$ cat src/rtl/pwm_multi_shadow.sv
// CH-channel PWM sharing one period counter; period/duty/frac are shadowed and applied only at period
// boundaries. Define PWM_DITHER_EN to add per-channel sigma-delta fractional dither (port list unchanged).
module pwm_multi_shadow #(
  parameter int CH         = 2,
  parameter int CNT_W      = 16,
  parameter int PERIOD_RST = 65535,
  parameter int FRAC_W     = 8
) (
  input  logic                 CLK_SYS,
  input  logic                 CLK_RST,
  input  logic [CNT_W-1:0]     PWM_Period,
  input  logic [CH*CNT_W-1:0]  PWM_Duty,
  input  logic [CH*FRAC_W-1:0] PWM_Frac,
  input  logic                 PWM_Load,
  input  logic [CH-1:0]        PWM_En,
  output logic [CH-1:0]        PWM_Out,
  output logic                 PWM_Sync,
  output logic                 PWM_Pending
);

  logic [CNT_W-1:0] cnt_reg;
  logic [CNT_W-1:0] period_reg;
  logic [CNT_W-1:0] period_shadow_reg;
  logic             pending_reg;
  logic             sync_reg;
  logic [CNT_W-1:0] cnt_last;
  logic             boundary;
  logic             commit;

  // Periods below 2 behave as 2, so the last count is never below 1.
  assign cnt_last = (period_reg < CNT_W'(2)) ? CNT_W'(1) : period_reg - CNT_W'(1);
  assign boundary = (cnt_reg == cnt_last);
  assign commit   = boundary && pending_reg;

  always_ff @(posedge CLK_SYS) begin
    if (CLK_RST) begin
      cnt_reg           <= '0;
      period_reg        <= CNT_W'(PERIOD_RST);
      period_shadow_reg <= '0;
      pending_reg       <= 1'b0;
      sync_reg          <= 1'b0;
    end else begin
      cnt_reg  <= boundary ? '0 : cnt_reg + CNT_W'(1);
      sync_reg <= (cnt_reg == '0);
      if (PWM_Load) begin
        period_shadow_reg <= PWM_Period;
      end
      if (commit) begin
        period_reg <= period_shadow_reg;
      end
      // A load on the commit edge re-arms pending for the following boundary.
      if (PWM_Load) begin
        pending_reg <= 1'b1;
      end else if (commit) begin
        pending_reg <= 1'b0;
      end
    end
  end

  genvar gi;
  generate
    for (gi = 0; gi < CH; gi++) begin : g_ch
      logic [CNT_W-1:0] duty_shadow_reg;
      logic [CNT_W-1:0] duty_reg;
      logic [CNT_W:0]   duty_eff;
      logic             out_reg;

`ifdef PWM_DITHER_EN
      logic [FRAC_W-1:0] frac_shadow_reg;
      logic [FRAC_W-1:0] frac_reg;
      logic [FRAC_W-1:0] acc_reg;
      logic              carry_reg;
      logic [FRAC_W:0]   acc_sum;

      assign acc_sum = {1'b0, acc_reg} + {1'b0, frac_reg};
      // cnt never reaches P, so D+carry above P already reads as "high all period".
      assign duty_eff = {1'b0, duty_reg} + {{CNT_W{1'b0}}, carry_reg};

      always_ff @(posedge CLK_SYS) begin
        if (CLK_RST) begin
          frac_shadow_reg <= '0;
          frac_reg        <= '0;
          acc_reg         <= '0;
          carry_reg       <= 1'b0;
        end else begin
          if (PWM_Load) begin
            frac_shadow_reg <= PWM_Frac[gi*FRAC_W +: FRAC_W];
          end
          if (boundary) begin
            acc_reg   <= acc_sum[FRAC_W-1:0];
            carry_reg <= acc_sum[FRAC_W];
          end
          if (commit) begin
            frac_reg <= frac_shadow_reg;
          end
        end
      end
`else
      assign duty_eff = {1'b0, duty_reg};
`endif

      always_ff @(posedge CLK_SYS) begin
        if (CLK_RST) begin
          duty_shadow_reg <= '0;
          duty_reg        <= '0;
          out_reg         <= 1'b0;
        end else begin
          if (PWM_Load) begin
            duty_shadow_reg <= PWM_Duty[gi*CNT_W +: CNT_W];
          end
          if (commit) begin
            duty_reg <= duty_shadow_reg;
          end
          out_reg <= PWM_En[gi] && ({1'b0, cnt_reg} < duty_eff);
        end
      end

      assign PWM_Out[gi] = out_reg;
    end
  endgenerate

`ifndef PWM_DITHER_EN
  logic unused_frac;
  assign unused_frac = ^PWM_Frac;
`endif

  assign PWM_Sync    = sync_reg;
  assign PWM_Pending = pending_reg;

endmodule
$ cat config.mk
export PLATFORM = sky130hd
export DESIGN_NAME = pwm_multi_shadow
export DESIGN_NICKNAME = d
export VERILOG_FILES = /design/src/rtl/pwm_multi_shadow.sv
export SDC_FILE = /design/constraint.sdc
export NUM_CORES = 1
export LEC_CHECK = 0
export CAP_MARGIN = 20
export CORE_MARGIN = 2
export CORE_UTILIZATION = 45
export CTS_CLUSTER_DIAMETER = 200
export DETAILED_ROUTE_END_ITERATION = 8
export PLACE_DENSITY = 0.68
export REMOVE_ABC_BUFFERS = 1
export SLEW_MARGIN = 25
export SYNTH_ARGS = -nofsm -noshare
export SYNTH_HDL_FRONTEND = slang
export SYNTH_SLANG_ARGS = --single-unit
$ cat constraint.sdc
create_clock -name CLK_SYS -period 3.8 [get_ports CLK_SYS]
set_clock_uncertainty 0.1 [all_clocks]
set_input_delay 0.76 -clock CLK_SYS [delete_from_list [all_inputs] [get_ports CLK_SYS]]
set_output_delay 0.76 -clock CLK_SYS [all_outputs]
set_load 0.01 [all_outputs]
==> results.cfg, run 1 <==
[run_status]
status = finished, final reports clean

[hold_path]
min_from = g_ch[1].duty_reg[5]
holdPathEnd = g_ch[1].duty_reg[5]
min_delay_path_depth = 2
hold_path.class = reg -> reg

[power]
p_leak_nw = 2.623
ir_worst_vdd_mv = 0.2574
sw_frac_of_total_pct = 21.89
pwr-share-seq_pct = 41.6
power_density_nw_per_um2 = 425.9
power_mw = 3.076
internal_power_mw = 2.403
clkPwrFrac_pct = 51.7
power_switching_mw = 0.6734
power_frac_comb_pct = 6.7

[timing]
tns_ns = 0
holdWs_ns = 0.3634
fmax_mhz = 286.2
relSlewSlack_pct = 54.03
hold_viol = 0
period_share_pct = 91.96
setup_ws_ns = 0.3056
rsz0062_at_grt = no
worst_pin_slew_ns = 0.6896
slew_violations = 0
period_minus_slack_ns = 3.494
setup_viol = 0

[clock_network]
path_clk_slew_ns = 0.05
ctsHoldBuffers = 0
h-tree-depth = 4
cts_resized = 0
numCtsBuffers = 17
cts_root_buf = clkbuf_16
cts_tree = done
clkSinkCount = 116
postCtsSetupBuffers = 0
clk_path_buf_depth = 2
clk_latency_ns = 0.42

[yosys]
synthAdderAreaFrac_pct = 6.892
ys_seq_elements = 116
synth_area_sq_um = 5991
ys_warn_count = 0
synthDistinctLibCells = 51
syn_avg_cell_area_sq_um = 8.682
syn_inst = 690
synth_top_family_by_area = simple AND/OR/NAND/NOR gates
ys_seq_area_share_pct = 38.76
synthArstFlopShare_pct = 0
synthMuxAreaShare_pct = 8.187
synth-simple-area-share_pct = 19.88
synth_xor_area_share_pct = 4.616
synth_edf_count = 0
synth_top_flop_cell = dfxtp_1
synth-compound-area-share_pct = 14.52

[setup_path]
arrival_ns = 3.69
cp-end-kind = flip-flop
critPathLaunchType = flip-flop
critPathKind = reg -> reg
rrSetupSlack_ns = 0.31
ff2ff_path_depth = 12
timing.rr.start = period_reg[0]
r2r_end = PWM_Pending
required_ns = 4.00
cp_max_fo = 23

[layout]
syn_to_final_growth_pct = 20.57
drive_gt1_share_pct = 6.868
nets = 818
final_cells = 904
diodes = 0

[route]
drt-wirelength-per-cell_um = 15.82
drtIter0Drc = 305
num_vias = 4992
ant_nets = 0
drtPass1Iterations = 4
wl_mm = 14.30
vias_per_cell = 5.522
drc = 0

[floorplanning]
rows = 42
die_h_um = 119.4
die_w_um = 119.4
die_area_sq_um = 14250
core_sq_um = 13140
initial_core_util_pct = 45.60
ios = 73

[global_route]
gr-usage-all-layers_pct = 21.13
grt_first_pass_wirelength_mm = 24.19
grt_pass1_vias = 4947
grt_max_degree = 56
grt_overflow = 0
grt_antenna_before_repair = 0

[placed_design]
dpl_worst_slack_ns = 0.3489
place_inst = 873
io_buffers = 56
dpl.hpwl_mm = 9.779
globalplace.congestion = 0.8422

[run]
maxCapViolCount = 0
## stage by stage
stage / area, sq um / util [%]
2_1_floorplan: 5720 / -
3_3_place_gp: 6626 / 50.44
3_5_place_dp: 6626 / 50.44
4_1_cts: 7223 / 54.98
5_1_grt: 7223 / 54.98
6_report: 7223 / 54.98
## logic make-up after synthesis
kind of cell / Yosys count
fa+ha+maj: 33
xor+xnor: 30
flops: 116
compound gates: 130
mux: 49
simple gates: 228
buf+inv: 104
## how the worst max path moves through the flow
stage | end | slack [ns] | start | cells after the start
2_1_floorplan | g_ch[0].duty_reg[0] | -0.90 | period_reg[0] | 10
3_3_place_gp | PWM_Pending | 0.41 | period_reg[0] | 12
3_5_place_dp | PWM_Pending | 0.35 | period_reg[0] | 12
4_1_cts | PWM_Pending | 0.33 | period_reg[0] | 12
5_1_grt | cnt_reg[6] | 0.09 | period_reg[0] | 12
6_report | PWM_Pending | 0.31 | period_reg[0] | 12
## critical path, cell delays in order, from the launching register on
cell and delay [ns]:
dfxtp_1 0.35, inv_1 0.10, ha_1 0.24, or3b_1 0.39, or4_1 0.44, a31oi_1 0.19, o311ai_0 0.13, nand4b_1 0.30
a2111o_1 0.42, buf_4 0.23, o21ai_2 0.15, buf_4 0.23, o2bb2ai_1 0.09
## area by class of cell
cell class / count / area (sq um)
Clock inverter: 8 / 98.84
Sequential cell: 116 / 2322
Clock buffer: 23 / 498.0
Fill cell: 1223 / 5914
Multi-Input combinational cell: 470 / 3253
Tap cell: 176 / 220.2
Timing Repair Buffer: 69 / 673.1
Inverter: 42 / 157.7
## Yosys cell counts, types with 2 or more instances
cell / n / area share, %
nor4_1: 9 / 0.94
nor4b_1: 2 / 0.29
xor2_1: 10 / 1.5
nor2b_1: 4 / 0.42
o2111ai_1: 3 / 0.44
o31ai_1: 49 / 6.1
nor2_1: 81 / 5.1
a2111o_1: 2 / 0.38
nor4_2: 2 / 0.42
buf_4: 4 / 0.50
buf_6: 2 / 0.38
nand2b_1: 3 / 0.31
nand2_1: 8 / 0.50
and2_1: 2 / 0.21
or4_1: 7 / 0.88
buf_2: 6 / 0.50
a21o_1: 8 / 1.0
inv_1: 41 / 2.6
nand3_1: 29 / 2.4
nor3_1: 14 / 1.2
o21ai_0: 11 / 0.92
o311ai_0: 3 / 0.44
nand3b_1: 2 / 0.25
nand4_1: 56 / 5.8
mux2i_1: 49 / 8.2
buf_1: 4 / 0.25
dfxtp_1: 116 / 39
clkbuf_1: 46 / 2.9
ha_1: 33 / 6.9
a21oi_1: 42 / 3.5
a31oi_1: 2 / 0.21
and3_1: 3 / 0.31
xnor2_1: 19 / 2.8
## cell usage in the layout, fill, tap and decap left out, types with 14 or more instances in the layout
cell type	netlist	routed
clkbuf_16	0	17
o31ai_1	49	49
nand4_1	56	56
dfxtp_1	116	116
ha_1	33	33
inv_1	41	41
nand3_1	29	29
a21oi_1	42	42
xnor2_1	19	19
nor3_1	14	14
clkdlybuf4s50_1	0	54
nor2_1	81	81
mux2i_1	49	49
## layer usage
metal / part of all wire (%) / global-route usage [%]
met1: 48 / 27.69
met2: 47 / 34.55
met3: 3.5 / 4.071
met4: 1.6 / 8.015
met5: 0 / 0
## power groups by stage
stage / combinational (mW) / sequential, mW / clock [mW]
6_report: 0.207 / 1.28 / 1.59
5_1_grt: 0.228 / 1.28 / 1.68
4_1_cts: 0.208 / 1.28 / 1.62
3_5_place_dp: 0.207 / 1.30 / 0
3_3_place_gp: 0.203 / 1.30 / 0
2_1_floorplan: 0.0832 / 1.31 / 0
(Power assumes the default switching activity.)
==> inputs of run 2 (changes only) <==
--- a/config.mk
+++ b/config.mk
@@ -6,7 +6,6 @@
 export NUM_CORES = 1
 export LEC_CHECK = 0
 export CAP_MARGIN = 20
-export CORE_MARGIN = 2
 export CORE_UTILIZATION = 45
 export CTS_CLUSTER_DIAMETER = 200
 export DETAILED_ROUTE_END_ITERATION = 8
==> run 2 against run 1 <==
  * Via count grew 1.2%
  * Sequential power about the same
  * First-iteration DRC count rose by 5.9%
==> results.cfg, run 2 (synthesized netlist as in run 1, its figures left out) <==
[run_status]
status = finished, final reports clean

[route]
num_vias = 5051
drtPass1Iterations = 5
wl_mm = 14.45
drc = 0
drt-wirelength-per-cell_um = 15.94
vias_per_cell = 5.575
drtIter0Drc = 323
ant_nets = 0

[clock_network]
clk_path_buf_depth = 2
clk_latency_ns = 0.42
cts_root_buf = clkbuf_16
h-tree-depth = 4
postCtsSetupBuffers = 0
clkSinkCount = 116
path_clk_slew_ns = 0.05
ctsHoldBuffers = 0
cts_resized = 0
numCtsBuffers = 17
cts_tree = done

[hold_path]
min_delay_path_depth = 2
hold_path.class = reg -> reg

[layout]
diodes = 0
fillers = 1158
nets = 823
layout_commonest_cell = dfxtp_1
syn_to_final_growth_pct = 21.87
stdcell_area_sq_um = 7301
final_cell_mix = dfxtp_1 (116), nor2_1 (81), nand4_1 (56)
drive_gt1_share_pct = 7.357
postLayoutCoreUtil_pct = 56.93

[global_route]
grt_antenna_before_repair = 0
grt_max_degree = 83
grt_first_pass_wirelength_mm = 24.45
gr-usage-all-layers_pct = 22.15
grt_overflow = 0
grt_pass1_vias = 4878

[timing]
period_share_pct = 91.80
setup_viol = 0
rsz0062_at_grt = no
tns_ns = 0
holdWs_ns = 0.3630
period_minus_slack_ns = 3.489
fmax_mhz = 286.7
slew_violations = 0
hold_viol = 0
relSlewSlack_pct = 43.37
worst_pin_slew_ns = 0.8494

[floorplanning]
rows = 41
core_sq_um = 12820
initial_core_util_pct = 46.71
die_area_sq_um = 13780
die_w_um = 117.4
ios = 73
die_h_um = 117.4

[setup_path]
crit_start = period_reg[0]
cp_max_fo = 40
timing.rr.start = period_reg[0]
arrival_ns = 3.72
cp-end-kind = flip-flop
r2r_end = g_ch[0].duty_reg[2]
cp-endpoint = g_ch[0].duty_reg[2]
ff2ff_path_depth = 11
critPathKind = reg -> reg
critPathLaunchType = flip-flop
rrSetupSlack_ns = 0.31
required_ns = 4.03

[power]
internal_power_mw = 2.552
power_switching_mw = 0.6632
power_frac_comb_pct = 6.5
power_density_nw_per_um2 = 440.3
sw_frac_of_total_pct = 20.63
clkPwrFrac_pct = 53.7
ir_worst_vdd_mv = 0.3519
pwr-share-seq_pct = 39.8
p_leak_nw = 2.670

[placed_design]
globalplace.congestion = 0.8334
placed_cell_area_sq_um = 6659
dpl.hpwl_mm = 9.882
io_buffers = 56

[run]
maxCapViolCount = 0
==> run 2: how the worst min path moves through the flow <==
stage               slack [ns]                   end            startpoint
floorplan                 0.34  g_ch[0].duty_reg[10]  g_ch[0].duty_reg[10]
global placement          0.35   g_ch[0].duty_reg[3]   g_ch[0].duty_reg[3]
detailed placement        0.36   g_ch[0].duty_reg[6]   g_ch[0].duty_reg[6]
CTS                       0.37   g_ch[1].duty_reg[3]   g_ch[1].duty_reg[3]
global route              0.38   g_ch[0].duty_reg[6]   g_ch[0].duty_reg[6]
finish                    0.36   g_ch[1].duty_reg[2]   g_ch[1].duty_reg[2]
==> run 2: area by class of cell <==
cell class	count	area, sq um	share of cell area, %
multi-input cells	470	3253	44.56
flip-flops and latches	116	2322	31.81
repair buffers	74	710.7	9.734
clock buffers	22	464.2	6.358
well taps	172	215.2	2.948
clock inverters	10	177.7	2.434
inverters	42	157.7	2.159
==> run 2: stage by stage <==
stage | power (mW) | setup slack, ns | instances
2_1_floorplan | 1.390 | -0.9011 | 628
3_3_place_gp | 1.507 | 0.3378 | 874
3_5_place_dp | 1.514 | 0.3204 | 874
4_1_cts | 3.247 | 0.2405 | 906
5_1_grt | 3.331 | 0.03151 | 906
6_report | 3.215 | 0.3114 | 906
==> run 2: worst max-delay path, stage by stage, from the launching register on <==
cell and delay, ns:
dfxtp_1 0.36, inv_1 0.10, ha_1 0.25, nor3b_1 0.57
nand4_1 0.26, xnor2_1 0.20, o21a_1 0.17, o311ai_1 0.37
and2_1 0.23, buf_4 0.39, nand4_1 0.18, a21oi_1 0.20
==> run 2: power groups by stage <==
stage | Combinational (mW) | Sequential, mW | Clock, mW
2_1_floorplan | 0.0832 | 1.31 | 0
3_3_place_gp | 0.204 | 1.30 | 0
3_5_place_dp | 0.209 | 1.30 | 0
4_1_cts | 0.211 | 1.28 | 1.76
5_1_grt | 0.231 | 1.28 | 1.82
6_report | 0.209 | 1.28 | 1.73
==> run 2: routing by layer <==
layer / global-route usage, % / wire [um] / vias up
li1: - / - / 2574
met1: 29.97 / 7021 / 2347
met2: 34.50 / 6671 / 110
met3: 4.377 / 494 / 20
met4: 8.766 / 258 / 0
met5: 0 / 0 / -
==> inputs of run 3 (changes only) <==
==> constraint.sdc (replaced) <==
create_clock -name CLK_SYS -period 4 [get_ports CLK_SYS]
set_clock_uncertainty 0.1 [all_clocks]
set_input_delay 0.8 -clock CLK_SYS [delete_from_list [all_inputs] [get_ports CLK_SYS]]
set_output_delay 0.8 -clock CLK_SYS [all_outputs]
set_load 0.01 [all_outputs]
==> run 3 against run 2 <==
  * Total power fell by 7.4%
  * Die area did not move
  * Register-to-register slack barely moved
  * Cell count fell by 0.22%
  * Flip-flop and latch count did not move
  * Global-route usage rose by 0.24 points
  * Critical endpoint is now g_ch[1].duty_reg[7]
==> results.cfg, run 3 (synthesized netlist as in run 1, its figures left out) <==
[floorplanning]
die_h_um = 117.4
ios = 73
die_w_um = 117.4
core_sq_um = 12820
initial_core_util_pct = 46.71
rows = 41
die_area_sq_um = 13780

[placed_design]
io_buffers = 56
dpl_worst_slack_ns = 0.3873
placed_cell_area_sq_um = 6644
dpl.hpwl_mm = 9.978
globalplace.congestion = 0.8270

[timing]
hold_viol = 0
period_minus_slack_ns = 3.690
setup_ws_ns = 0.3102
setup_viol = 0
slew_violations = 0
worst_pin_slew_ns = 0.6749
fmax_mhz = 271.0
relSlewSlack_pct = 55.00
rsz0062_at_grt = no
tns_ns = 0
period_share_pct = 92.24

[layout]
stdcell_area_sq_um = 7263
nets = 821
postLayoutCoreUtil_pct = 56.63
diodes = 0
syn_to_final_growth_pct = 21.24
drive_gt1_share_pct = 7.514
layout_commonest_cell = dfxtp_1
final_cell_mix = dfxtp_1 (116), nor2_1 (81), nand4_1 (56)
fillers = 1135

[setup_path]
cp_max_fo = 16
worst-path-buf-inv = 3
critPathLaunchType = flip-flop
required_ns = 4.18
arrival_ns = 3.87
path_common_cell = buf_4
critPathKind = reg -> reg
max_stage_delay_ns = 0.64
cp-end-kind = flip-flop
cp_slowest_cell = a2111o_1
worstPathCellList = inv_1 -> ha_1 -> or3b_1 -> buf_4 -> o311ai_0 -> nand4b_1 -> a2111o_1 -> buf_4 -> o31ai_1 -> a21oi_1
critPathTopFamily = compound AO/OA/AOI/OAI gates

[run]
maxCapViolCount = 0

[power]
power_frac_comb_pct = 6.7
power_density_nw_per_um2 = 409.9
power_switching_mw = 0.6876
sw_frac_of_total_pct = 23.09
clkPwrFrac_pct = 52.6
internal_power_mw = 2.290
p_leak_nw = 2.631
pwr-share-seq_pct = 40.8
ir_worst_vdd_mv = 0.4646

[global_route]
top_usage_layer = met2
grt_max_degree = 51
gr-usage-met1_pct = 28.02
grt_pass1_vias = 4988
grt_antenna_before_repair = 0
grt_util_met2_pct = 37.76
grt_overflow = 0
grtUsageMet3_pct = 5.107
gr-usage-all-layers_pct = 22.39
grt_first_pass_wirelength_mm = 24.72

[route]
drc = 0
drtIter0Drc = 313
vias_per_cell = 5.646
ant_nets = 0
drtPass1Iterations = 5
drt-wirelength-per-cell_um = 16.32
wl_mm = 14.76
num_vias = 5104

[clock_network]
postCtsSetupBuffers = 0
cts_resized = 0
path_clk_slew_ns = 0.06
h-tree-depth = 4
ctsHoldBuffers = 0
clk_latency_ns = 0.42
cts_tree = done
clkSinkCount = 116
cts_root_buf = clkbuf_16
numCtsBuffers = 17
clk_path_buf_depth = 2

[hold_path]
hold_path.class = reg -> reg

[run_status]
status = finished, final reports clean
## run 3: final timing paths
path / start / to / slack (ns) / depth (start not counted)
worst min register to register: g_ch[0].duty_reg[4] / g_ch[0].duty_reg[4] / 0.37 / 2
worst max-delay path: period_reg[0] / g_ch[1].duty_reg[7] / 0.31 / 10
worst max register to register: period_reg[0] / g_ch[1].duty_reg[7] / 0.31 / 10
worst min-delay path: g_ch[0].duty_reg[4] / g_ch[0].duty_reg[4] / 0.37 / 2
## run 3: layer usage
layer / share of wire, % / up-vias
met5: 0 / -
met4: 1.1 / 0
met3: 4.4 / 16
met2: 48 / 116
met1: 46 / 2413
li1: - / 2559
## run 3: area by class of cell
type	count	area [sq um]	share of cell area, %
tap	172	215.2	2.963
multi-input combinational	470	3253	44.79
sequential	116	2322	31.97
clock buffer	18	439.2	6.047
inverter	42	157.7	2.171
clock inverter	14	180.2	2.481
timing repair buffer	72	695.7	9.578
## run 3: stage by stage
step | instances | power (mW) | hold slack [ns]
6_report | 904 | 2.977 | 0.3655
5_1_grt | 904 | 3.084 | 0.3865
4_1_cts | 904 | 3.001 | 0.3664
3_5_place_dp | 872 | 1.437 | 0.3590
3_3_place_gp | 872 | 1.431 | 0.3533
2_1_floorplan | 628 | 1.320 | 0.3379
## run 3: power groups by stage
stage                     clock, mW  combinational (mW)  sequential (mW)
after global routing           1.65               0.219             1.22
after CTS                      1.59               0.200             1.21
final                          1.57               0.199             1.21
after global placement            0               0.193             1.24
after detailed placement          0               0.199             1.24
after floorplan                   0              0.0790             1.24
## run 3: worst reg2reg max path, delay by kind of cell, from the launching register on
kind,cells,cell delay [ns]
AO/OA/AOI/OAI,4,1.60
AND/OR/NAND/NOR,2,0.67
buffers and inverters,3,0.59
flip-flops,1,0.36
adder cells (fa/ha/maj),1,0.24
